## config.mk

```make
export PLATFORM = sky130hd
export DESIGN_NAME = nn_reg_file
export DESIGN_NICKNAME = d
export VERILOG_FILES = /design/src/rtl/nn_reg_pkg.sv /design/src/rtl/nn_reg32.sv /design/src/rtl/nn_reg_file.sv
export SDC_FILE = /design/constraint.sdc
export NUM_CORES = 1
export LEC_CHECK = 0
export ABC_AREA = 1
export CAP_MARGIN = 20
export CORE_ASPECT_RATIO = 0.7
export CORE_MARGIN = 2
export CORE_UTILIZATION = 45
export DETAILED_ROUTE_END_ITERATION = 10
export PLACE_DENSITY = 0.8
export SKIP_CTS_REPAIR_TIMING = 1
export SLEW_MARGIN = 20
export SYNTH_ARGS = -nofsm -noshare
export SYNTH_HDL_FRONTEND = slang
export SYNTH_SLANG_ARGS = --single-unit
```

## constraint.sdc

```tcl
create_clock -name clk -period 3.8 [get_ports clk]
set_clock_uncertainty 0.2 [all_clocks]
set_input_delay 0.38 -clock clk [delete_from_list [all_inputs] [get_ports clk]]
set_output_delay 0.38 -clock clk [all_outputs]
set_load 0.02 [all_outputs]
```

## src/rtl/nn_reg_pkg.sv

```systemverilog
// Shared definitions for the 2-2-1 neural-network accelerator register bank.
//
// Contents:
//   word_t             32-bit register word
//   BASE_ADDR_DEFAULT  default base of the 256-byte register window
//   OFF_*              byte offsets of every register in the window
//   NUM_RW             number of bus-writable registers (opA .. b3)
//   reg_index()        byte offset -> word index (drops byte-lane bits)
package nn_reg_pkg;

  typedef logic [31:0] word_t;

  localparam logic [31:0] BASE_ADDR_DEFAULT = 32'h3000_0000;

  localparam logic [7:0] OFF_OPA      = 8'h00;
  localparam logic [7:0] OFF_OPB      = 8'h04;
  localparam logic [7:0] OFF_W11      = 8'h08;
  localparam logic [7:0] OFF_W12      = 8'h0C;
  localparam logic [7:0] OFF_W21      = 8'h10;
  localparam logic [7:0] OFF_W22      = 8'h14;
  localparam logic [7:0] OFF_B1       = 8'h18;
  localparam logic [7:0] OFF_B2       = 8'h1C;
  localparam logic [7:0] OFF_W31      = 8'h20;
  localparam logic [7:0] OFF_W32      = 8'h24;
  localparam logic [7:0] OFF_B3       = 8'h28;
  localparam logic [7:0] OFF_RESERVED = 8'h2C;
  localparam logic [7:0] OFF_RESULT   = 8'h30;

  localparam int NUM_RW = 11;

  // Word index of the result register within the window.
  localparam logic [5:0] IDX_RESULT = OFF_RESULT[7:2];

  function automatic logic [5:0] reg_index(input logic [7:0] byte_off);
    return byte_off[7:2];
  endfunction

endpackage

```

## src/rtl/nn_reg32.sv

```systemverilog
// Generic register with synchronous active-high reset and load enable.
//
// Ports:
//   clk   in   1   clock, rising edge
//   rst   in   1   synchronous reset, active high, clears q
//   load  in   1   when high (and not in reset) q takes d
//   d     in   W   next value
//   q     out  W   stored value
module nn_reg32 #(
  parameter int W = 32
) (
  input  logic         clk,
  input  logic         rst,
  input  logic         load,
  input  logic [W-1:0] d,
  output logic [W-1:0] q
);

  always_ff @(posedge clk) begin
    if (rst) begin
      q <= '0;
    end else if (load) begin
      q <= d;
    end
  end

endmodule

```

## src/rtl/nn_reg_file.sv

```systemverilog
// Memory-mapped register bank for the 2-2-1 neural-network accelerator.
// The bus side writes operands, weights and biases; the datapath side sees
// them as flat buses. The datapath result is captured whenever ready is high
// and is readable on the bus and on final_res.
//
// Ports:
//   clk        in   1    clock, all state changes on the rising edge
//   rst_l      in   1    synchronous reset, active HIGH (historical name)
//   NN_result  in   DW   result word from the datapath
//   ready      in   1    loads NN_result into the result register each cycle high
//   wbs_adr_i  in   32   byte address; [31:8] selects window, [7:2] register
//   wren       in   1    bus write enable, one write per cycle high
//   wbs_dat_i  in   DW   bus write data
//   wbs_ack_o  out  1    registered copy of wren
//   wbs_dat_o  out  DW   combinational read data for wbs_adr_i
//   opA..b3    out  DW   register contents for the datapath
//   final_res  out  DW   captured result register
module nn_reg_file
  import nn_reg_pkg::*;
#(
  parameter logic [31:0] BASE_ADDR = BASE_ADDR_DEFAULT,
  parameter int          DW        = 32
) (
  input  logic          clk,
  input  logic          rst_l,
  input  logic [DW-1:0] NN_result,
  input  logic          ready,
  input  logic [31:0]   wbs_adr_i,
  input  logic          wren,
  input  logic [DW-1:0] wbs_dat_i,
  output logic          wbs_ack_o,
  output logic [DW-1:0] wbs_dat_o,
  output logic [DW-1:0] opA,
  output logic [DW-1:0] opB,
  output logic [DW-1:0] w11,
  output logic [DW-1:0] w12,
  output logic [DW-1:0] w21,
  output logic [DW-1:0] w22,
  output logic [DW-1:0] b1,
  output logic [DW-1:0] b2,
  output logic [DW-1:0] w31,
  output logic [DW-1:0] w32,
  output logic [DW-1:0] b3,
  output logic [DW-1:0] final_res
);

  logic              hit;
  logic [5:0]        idx;
  logic [NUM_RW-1:0] wr_en;
  logic [DW-1:0]     rw_q [NUM_RW];
  logic [DW-1:0]     res_q;
  logic              ack_q;

  // Byte-lane bits carry no meaning: all accesses are whole words.
  logic unused_adr_bits;
  assign unused_adr_bits = ^wbs_adr_i[1:0];

  assign hit = (wbs_adr_i[31:8] == BASE_ADDR[31:8]);
  assign idx = reg_index(wbs_adr_i[7:0]);

  // Only the eleven RW slots get a write strobe; reserved, result and
  // out-of-range offsets fall through with no enable set.
  always_comb begin
    wr_en = '0;
    for (int i = 0; i < NUM_RW; i++) begin
      wr_en[i] = wren && hit && (idx == 6'(i));
    end
  end

  for (genvar g = 0; g < NUM_RW; g++) begin : g_rw
    nn_reg32 #(.W(DW)) u_reg (
      .clk  (clk),
      .rst  (rst_l),
      .load (wr_en[g]),
      .d    (wbs_dat_i),
      .q    (rw_q[g])
    );
  end

  nn_reg32 #(.W(DW)) u_result (
    .clk  (clk),
    .rst  (rst_l),
    .load (ready),
    .d    (NN_result),
    .q    (res_q)
  );

  always_ff @(posedge clk) begin
    if (rst_l) begin
      ack_q <= 1'b0;
    end else begin
      ack_q <= wren;
    end
  end

  always_comb begin
    wbs_dat_o = '0;
    if (hit) begin
      if (idx < 6'(NUM_RW)) begin
        wbs_dat_o = rw_q[idx[3:0]];
      end else if (idx == IDX_RESULT) begin
        wbs_dat_o = res_q;
      end
    end
  end

  assign wbs_ack_o = ack_q;
  assign final_res = res_q;

  assign opA = rw_q[OFF_OPA[5:2]];
  assign opB = rw_q[OFF_OPB[5:2]];
  assign w11 = rw_q[OFF_W11[5:2]];
  assign w12 = rw_q[OFF_W12[5:2]];
  assign w21 = rw_q[OFF_W21[5:2]];
  assign w22 = rw_q[OFF_W22[5:2]];
  assign b1  = rw_q[OFF_B1[5:2]];
  assign b2  = rw_q[OFF_B2[5:2]];
  assign w31 = rw_q[OFF_W31[5:2]];
  assign w32 = rw_q[OFF_W32[5:2]];
  assign b3  = rw_q[OFF_B3[5:2]];

endmodule

```

; ---- Yosys cells after proc, flatten, opt, wreduce, memory -nomap -nowiden
; Index checks and enable logic that the tools add are counted.
[word_totals]
out_inout_bits = 417
in_bits = 100
word_cells = 47
reg_bits = 385
[classes]
order_cmp = 2
n_reduce_logical = 13
bitwise = 1
n_mux = 6
eq_ne = 12
[ops]
columns = cell, count
row1 = 32-bit 2-to-1 mux, 5
row2 = 32-bit binary-select mux with 4-bit select, 1
row3 = "24-bit by 22-bit equality test with 1-bit output, second input constant", 1
row4 = "6-bit by 3-bit equality test with 1-bit output, second input constant", 4
row5 = "6-bit by 4-bit equality test with 1-bit output, second input constant", 4
row6 = "6-bit by 2-bit equality test with 1-bit output, second input constant", 2
row7 = 1-bit logical AND, 12
row8 = "6-bit by 1-bit equality test with 1-bit output, second input constant", 1
row9 = 6-bit zero test, 1
row10 = "6-bit by 4-bit less-than comparator with 1-bit output, second input constant", 1
row11 = "5-bit >= comparator, second input constant", 1
row12 = 4-bit inverter with 5-bit output, 1

; ---- Logic depth before layout (Yosys ltp)
[logic_depth]
ltp_word = 6
depth_mapped = 11
ltp_nobuf = 9

; ---- By module
; From an unflattened synthesis, not the netlist that was laid out.
[unflattened]
hier_cells = 3603
hier_area_um2 = 20741.1
[modules_own_cells]
columns = mod, seq_area_each_um2, cells_each, area_per_inst_um2, instances
row1 = nn_reg32, 640.6, 203, 1338.8, 12
row2 = nn_reg_file, 20.0, 1167, 4675.7, 1

; ---- Worst setup path after synthesis
; OpenSTA, ideal clock, no wires.
[synth_timing]
kind = input to output
from = input port wbs_adr_i[15]
to = output port wbs_dat_o[0]
stages = 8
setup_slack_ns = 1.606
n_path_buf = 2
arrival_ns = 1.614
required_ns = 3.220
path_cell_list = nor2_1 -> nand2_1 -> nor2_1 -> and3_1 -> clkbuf_1 -> buf_1 -> nand2_1 -> nor2_1
[synth_via]
elab_chain_len = 2
[synth_lines]
columns = item, line
row1 = "start, declared", nn_reg_file.sv:28  ; input logic [31:0] wbs_adr_i,
row2 = 24-bit by 22-bit equality test with 1-bit output, nn_reg_file.sv:58  ; assign hit = (wbs_adr_i[31:8] == BASE_ADDR[31:8]);
row3 = 32-bit 2-to-1 mux, nn_reg_file.sv:98  ; if (hit) begin
row4 = "end, declared", nn_reg_file.sv:32  ; output logic [DW-1:0] wbs_dat_o,
; Every way passes these cells.

; ---- Worst setup path after layout
[layout_timing]
from = input port wbs_adr_i[3]
to = output port wbs_dat_o[17]
[layout_via]
elab_chain_len = 6
word_cells_on_any_way = 9
cone_classes = order compare: 1 / eq/ne: 1 / mux: 6 / bitwise: 1
[layout_lines]
columns = item, line
row1 = 4-bit inverter with 5-bit output (implied by the code), nn_reg_file.sv:100  ; wbs_dat_o = rw_q[idx[3:0]];
row2 = 32-bit binary-select mux with 4-bit select, nn_reg_file.sv:100
row3 = 32-bit 2-to-1 mux (implied by the code) (2 in series), nn_reg_file.sv:100
row4 = 32-bit 2-to-1 mux (*), nn_reg_file.sv:99  ; if (idx < 6'(NUM_RW)) begin
row5 = 32-bit 2-to-1 mux (*), nn_reg_file.sv:98
; Every way passes the cells marked *; elsewhere a longest branch is shown, timed or not. The select of a mux whose other input is x is not followed.

==> results by group <==
Power and ir drop
  – Pwr Density: 345 nW/um2
  – Peak VDD IR: 302 uV
  – Static leakage: 10.1 nW

Global route
  – Initial antenna violation count: 3
  – Vias in the first global route: 21.1k
  – First-pass GRT wire length: 129 mm
  – Total gr overflow: 0
  – Largest net degree at the start of global routing: 251
  – Total GRT Usage: 38.2%

Timing
  – Final period utilization: 97.4%
  – Setup TNS: 0 ps
  – RSZ-0062 raised after global routing: no
  – Slew HR: 32.6%
  – Final setup fails: 0
  – Post-layout minimum cycle time: 3700 ps
  – Setup WS post-layout: 98.6 ps
  – Fin. max-slew vios: 0
  – Slew @ Worst Pin: 1010 ps
  – Hold Vio Cnt, Final: 0
  – Peak Freq: 0.270 GHz
  – Final hold slack: 253 ps

Synth
  – Post-synthesis cell area: 19100 um2
  – Adder-cell share of the synthesized area: 0%
  – Register bit count reported by yosys: 385
  – Syn Area/Cell: 6.42 um2
  – Sequential element share of the synthesized area: 40.3%
  – Unique masters post-synth: 23
  – Post-Syn Nets: 3076
  – Gate Count Post-Synth: 2976
  – XOR/XNOR share of the synthesized area: 0%
  – Mux share of post-synthesis cell area: 0%
  – Compound-gate portion of the synthesized area: 5.09%
  – Syn. warnings: 0
  – Main combinational cell family by area after synthesis: simple AND/OR/NAND/NOR gates
  – Post-synthesis simple-gate area fraction: 46.5%

Clock tree
  – Clock transition at path regs: 60 ps
  – Clock root cell: clkbuf_16
  – Cts bufs inserted: 40
  – H-tree levels: 2
  – TritonCTS clock tree: built
  – Clk buf depth: 3
  – Clk sinks: 385
  – Clock Latency Late Sink: 550 ps

Floorplan
  – Chip width: 250 um
  – Row cnt: 63
  – Die Y: 176 um
  – Core ar.: 42100 um2
  – Die Area: 44100 um2
  – Ports: 517
  – Starting density of the core: 45.4%

Placement
  – Worst slack, placed: 205 ps
  – IO Port Bufs: 514
  – DP HPWL: 60.6 mm
  – Final GP Congestion: 0.971

Setup path
  – Worst reg-to-reg setup slack: 2800 ps
  – FF-to-FF path depth: 2
  – R2r endpoint: u_result.q[4]
  – Worst Path Max Fanout: 32
  – Crit path kind: in2out
  – Worst Path Required: 3220 ps
  – Crit end category: output port
  – RR Startpoint: u_result.q[4]
  – CP Launch Type: primary input
  – Worst path arrival time: 3120 ps

Detailed routing
  – DRT Wirelength: 89.1 mm
  – Vias/cell: 5.93
  – DR WL/cell: 22.8 um
  – Routed Antenna Nets: 0
  – DR DRC count: 0
  – Drt first-iter violations: 3420
  – Pre-antenna DRT Iters: 6
  – Vias: 23.2k

Final layout
  – Area delta synth->final: 36.1%
  – Most common cell after layout, fill and taps aside: nand2_1
  – Area of the multi-input gates: 9900 um2
  – Share of cells above drive strength 1: 5.51%
  – Layout Nets: 3427
  – Reg area: 7710 um2
  – Filler cells: 3721
  – Most frequent cells in the layout: nand2_1, nor2_1, clkdlybuf4s50_1

Min path
  – WHS Path Cells: 3
  – HP Class: in2reg
  – Hold EP: u_result.q[16]
  – Min-delay src: NN_result[16]

Flow run
  – Max cap viols: 0

Run status
  – Outcome: finished, final reports clean
[stage by stage]
step	std cells	utilization (%)	total power (W)	cell area, um2
CTS	3905	61.7	0.00893	26000
finish	3909	61.8	0.00896	26000
floorplan	2976	-	0.00459	19100
detailed placement	3835	58.5	0.00497	24600
global route	3908	61.8	0.00915	26000
global placement	3835	58.5	0.00496	24600
[synth_stat cells]
cell	count	area share, %
a21oi_1	32	0.84
a22oi_1	64	2.5
and3_1	1	0.033
buf_1	68	1.3
buf_2	70	1.8
buf_4	15	0.59
clkbuf_1	129	2.5
clkinv_1	2	0.039
dfxtp_1	385	40
inv_1	73	1.4
inv_2	16	0.31
nand2_1	815	16
nand2_2	3	0.098
nand3_1	32	0.84
nand4_1	387	13
nor2_1	792	16
nor2_2	13	0.43
nor2_4	12	0.71
nor3_2	1	0.052
nor3_4	1	0.085
o211ai_2	1	0.065
o21ai_0	34	0.89
o21ai_1	30	0.79
[power breakdown]
part,switching [W],internal (W)
registers,0.0000149,0.00406
clock network,0.00174,0.00231
logic,0.000578,0.000263
total,0.00233,0.00663
[worst max path at each step]
| stage | endpoint | startpoint | cells past startpoint |
|---|---|---|---|
| floorplan | wbs_dat_o[0] | wbs_adr_i[15] | 8 |
| global placement | wbs_dat_o[17] | wbs_adr_i[3] | 12 |
| detailed placement | wbs_dat_o[17] | wbs_adr_i[3] | 11 |
| CTS | wbs_dat_o[17] | wbs_adr_i[3] | 11 |
| global route | wbs_dat_o[17] | wbs_adr_i[2] | 11 |
| finish | wbs_dat_o[17] | wbs_adr_i[3] | 11 |
[layer usage]
layer	wire length [um]	up-vias	track usage [%]	share of wire (%)
met4	4300	0	16.6	4.8
met1	34600	10670	51.4	39
met5	0	-	0	0
li1	-	10399	-	-
met3	12800	286	10.7	14
met2	37500	1838	57.1	42
[worst max-delay path, cell delays in order]
cell and delay, ps:
clkdlybuf4s50_1 660, nand2_2 210, inv_2 170, buf_12 260, nand2_1 80, nand4_1 100
nand2_1 80, nand2_1 210, nor2_1 90, nor2_1 180, clkdlybuf4s50_1 660
[registers in the layout (all words and copies together) (netlist names)]
name and count:
u_result.q 32, wbs_ack_o 1, g_rw.u_reg.q 352
[area by class of cell]
| class | instances | share of cell area (%) |
|---|---|---|
| Clock inverter | 9 | 0.491 |
| Timing Repair Buffer | 591 | 23.2 |
| Sequential cell | 385 | 29.6 |
| Antenna cell | 2 | 0.0192 |
| Multi-Input combinational cell | 2218 | 38.1 |
| Inverter | 91 | 1.34 |
| Tap cell | 552 | 2.66 |
| Clock buffer | 61 | 4.58 |
[cells by family (layout without fill, tap and decap cells)]
logic type	count (synthesis)	in the layout
and+or+nand+nor	2057	2057
DFF	385	385
buffers and inverters	373	752
AOI/OAI and AO/OA	161	161
other	0	2
No activity file was read; power rests on OpenSTA's default activity.
==> RTL change, RTL diff (same settings) <==
Set the parameter `DW` to 16 (it was 32).
--- a/src/rtl/nn_reg_file.sv
+++ b/src/rtl/nn_reg_file.sv
@@ -19,7 +19,7 @@
   import nn_reg_pkg::*;
 #(
   parameter logic [31:0] BASE_ADDR = BASE_ADDR_DEFAULT,
-  parameter int          DW        = 32
+  parameter int          DW        = 16
 ) (
   input  logic          clk,
   input  logic          rst_l,
Interface: changed (15 resized); port bits go from 517 to 277. No check against the original RTL was run, so the function may have changed too.
==> RTL change against the unedited design <==
  * Sequential cell count decreased by 192
  * Total power decreased by 52%
  * Final area is 49% lower
  * Count of clock-buffer cells in the layout decreased by 44
  * Worst setup slack better by 0.017 ns
  * Synthesized area is 48% lower
  * Wire length fell by 56%
  * Largest cell class unchanged
==> RTL change: results (changes against the unedited design) <==
* sum of routed wire length over all layers: 39000 um, was 89100 um
* fraction of layout instances using a drive strength above 1: 0.0608, was 0.0551
* most used standard cells in the synthesized netlist: 441 x nor2_1, 429 x nand2_1, 194 x nand4_1, 193 x dfxtp_1, 61 x clkbuf_1, was 815 x nand2_1, 792 x nor2_1, 387 x nand4_1, 385 x dfxtp_1, 129 x clkbuf_1
* placed standard-cell area: 0.0127 sq mm, was 0.0246 sq mm
* number of flip-flops under the largest register name: 176, was 352
* slew of the pin with the lowest slew margin: 0.746 ns, was 1.01 ns
* Filler Cell Count: 1925, was 3721
* clock-pin slew reported for the worst setup and hold paths after clock tree synthesis: 0.08 ns, was 0.06 ns
* global-route track usage on met3: 0.124, was 0.107
* met3 routed wirelength: 5510 um, was 12800 um
* met2 track demand over resource: 0.465, was 0.571
* number of diodes: 0, was 2
* Cell variety after synth: 19, was 23
* maximum number of pins on one net before global-route repair: 177, was 251
* Min-Delay Path Class: in -> reg, unchanged
* wire length of the first global-routing pass: 58700 um, was 129000 um
* routed wire length per instance: 19.3 um, was 22.8 um
* Worst IR Drop VDD: 281 uV, was 302 uV
* Synth area leaders: dfxtp_1 39%, nor2_1 17%, nand2_1 16%, was dfxtp_1 40%, nand2_1 16%, nor2_1 16%
* fraction of the yosys area taken by sequential cells: 0.391, was 0.403
* number of buffers created by CTS: 17, was 40
* number of vias in the routed layout: 11600, was 23200
* internal power: 3.11 mW, was 6.63 mW
* post-placement cell count: 1993, was 3835
* number of standard cells after synthesis: 1543, was 2976
* via count of the first global-routing pass: 10300, was 21100
* clk pwr: 1.86 mW, was 4.05 mW
* Post-Syn Nets: 1611, was 3076
* static leakage: 5.14 nW, was 10.1 nW
* GRT Total Usage: 0.327, was 0.382
* outcome: finished, final reports clean, unchanged
* estimated wirelength of the detail-placed design: 25900 um, was 60600 um
* count of H-tree levels built during CTS: 4, was 2
* arrival time of the worst setup path: 3.10 ns, was 3.12 ns
* layout net count: 1798, was 3427
* highest fanout seen on the critical path: 19, was 32
* global-route track usage on met1: 0.450, was 0.514
* clock latency reported for the late side of the worst-skew pair: 0.44 ns, was 0.55 ns
* CTS max path bufs: 2, was 3
## RTL change: cell count changes after synthesis, sizes merged, moves of 32 or more
cell    unedited run  this run
nor2             817       465
buf              153        67
o21ai             64        16
a22oi             64        32
nand2            818       434
inv               89        45
dfxtp            385       193
clkbuf           129        61
nand4            387       194
a21oi             32         0
## RTL change: cells by family after synthesis
family | share of synthesized area
buf+inv | 0.0740
simple gates | 0.501
compound gates | 0.0344
flops | 0.391
## RTL change: per-stage QoR
step / worst slack (ns) / utilization
2_1_floorplan: 1.53 / -
3_3_place_gp: 0.247 / 0.585
3_5_place_dp: 0.220 / 0.585
4_1_cts: 0.207 / 0.613
5_1_grt: 0.0451 / 0.613
6_report: 0.116 / 0.613
## RTL change: final cells by class
type,instances,area (sq um),share of cell area
multi-input combinational,1177,5310,0.400
sequential,193,3860,0.292
clock inverter,15,178,0.0134
clock buffer,17,425,0.0321
inverter,45,171,0.0129
tap,282,353,0.0266
timing repair buffer,296,2960,0.223
## RTL change: worst paths after layout
kind	startpoint	endpoint	slack (ns)	cells past startpoint
worst max-delay path	wbs_adr_i[3]	wbs_dat_o[8]	0.12	11
worst min-delay path	wren	g_rw[0].u_reg.q[2]	0.24	4
worst max register to register	g_rw[9].u_reg.q[5]	g_rw[9].u_reg.q[5]	2.88	2
worst min register to register	g_rw[2].u_reg.q[3]	g_rw[2].u_reg.q[3]	0.31	2
## RTL change: critical path, cell delays in order
cell             delay [ns]
clkdlybuf4s50_1        0.67
nand2_2                0.18
inv_2                  0.36
buf_4                  0.26
nand2_1                0.06
nand4_1                0.22
nand2_1                0.08
nand2_1                0.09
nor2_1                 0.05
nor2_1                 0.10
clkdlybuf4s50_1        0.63
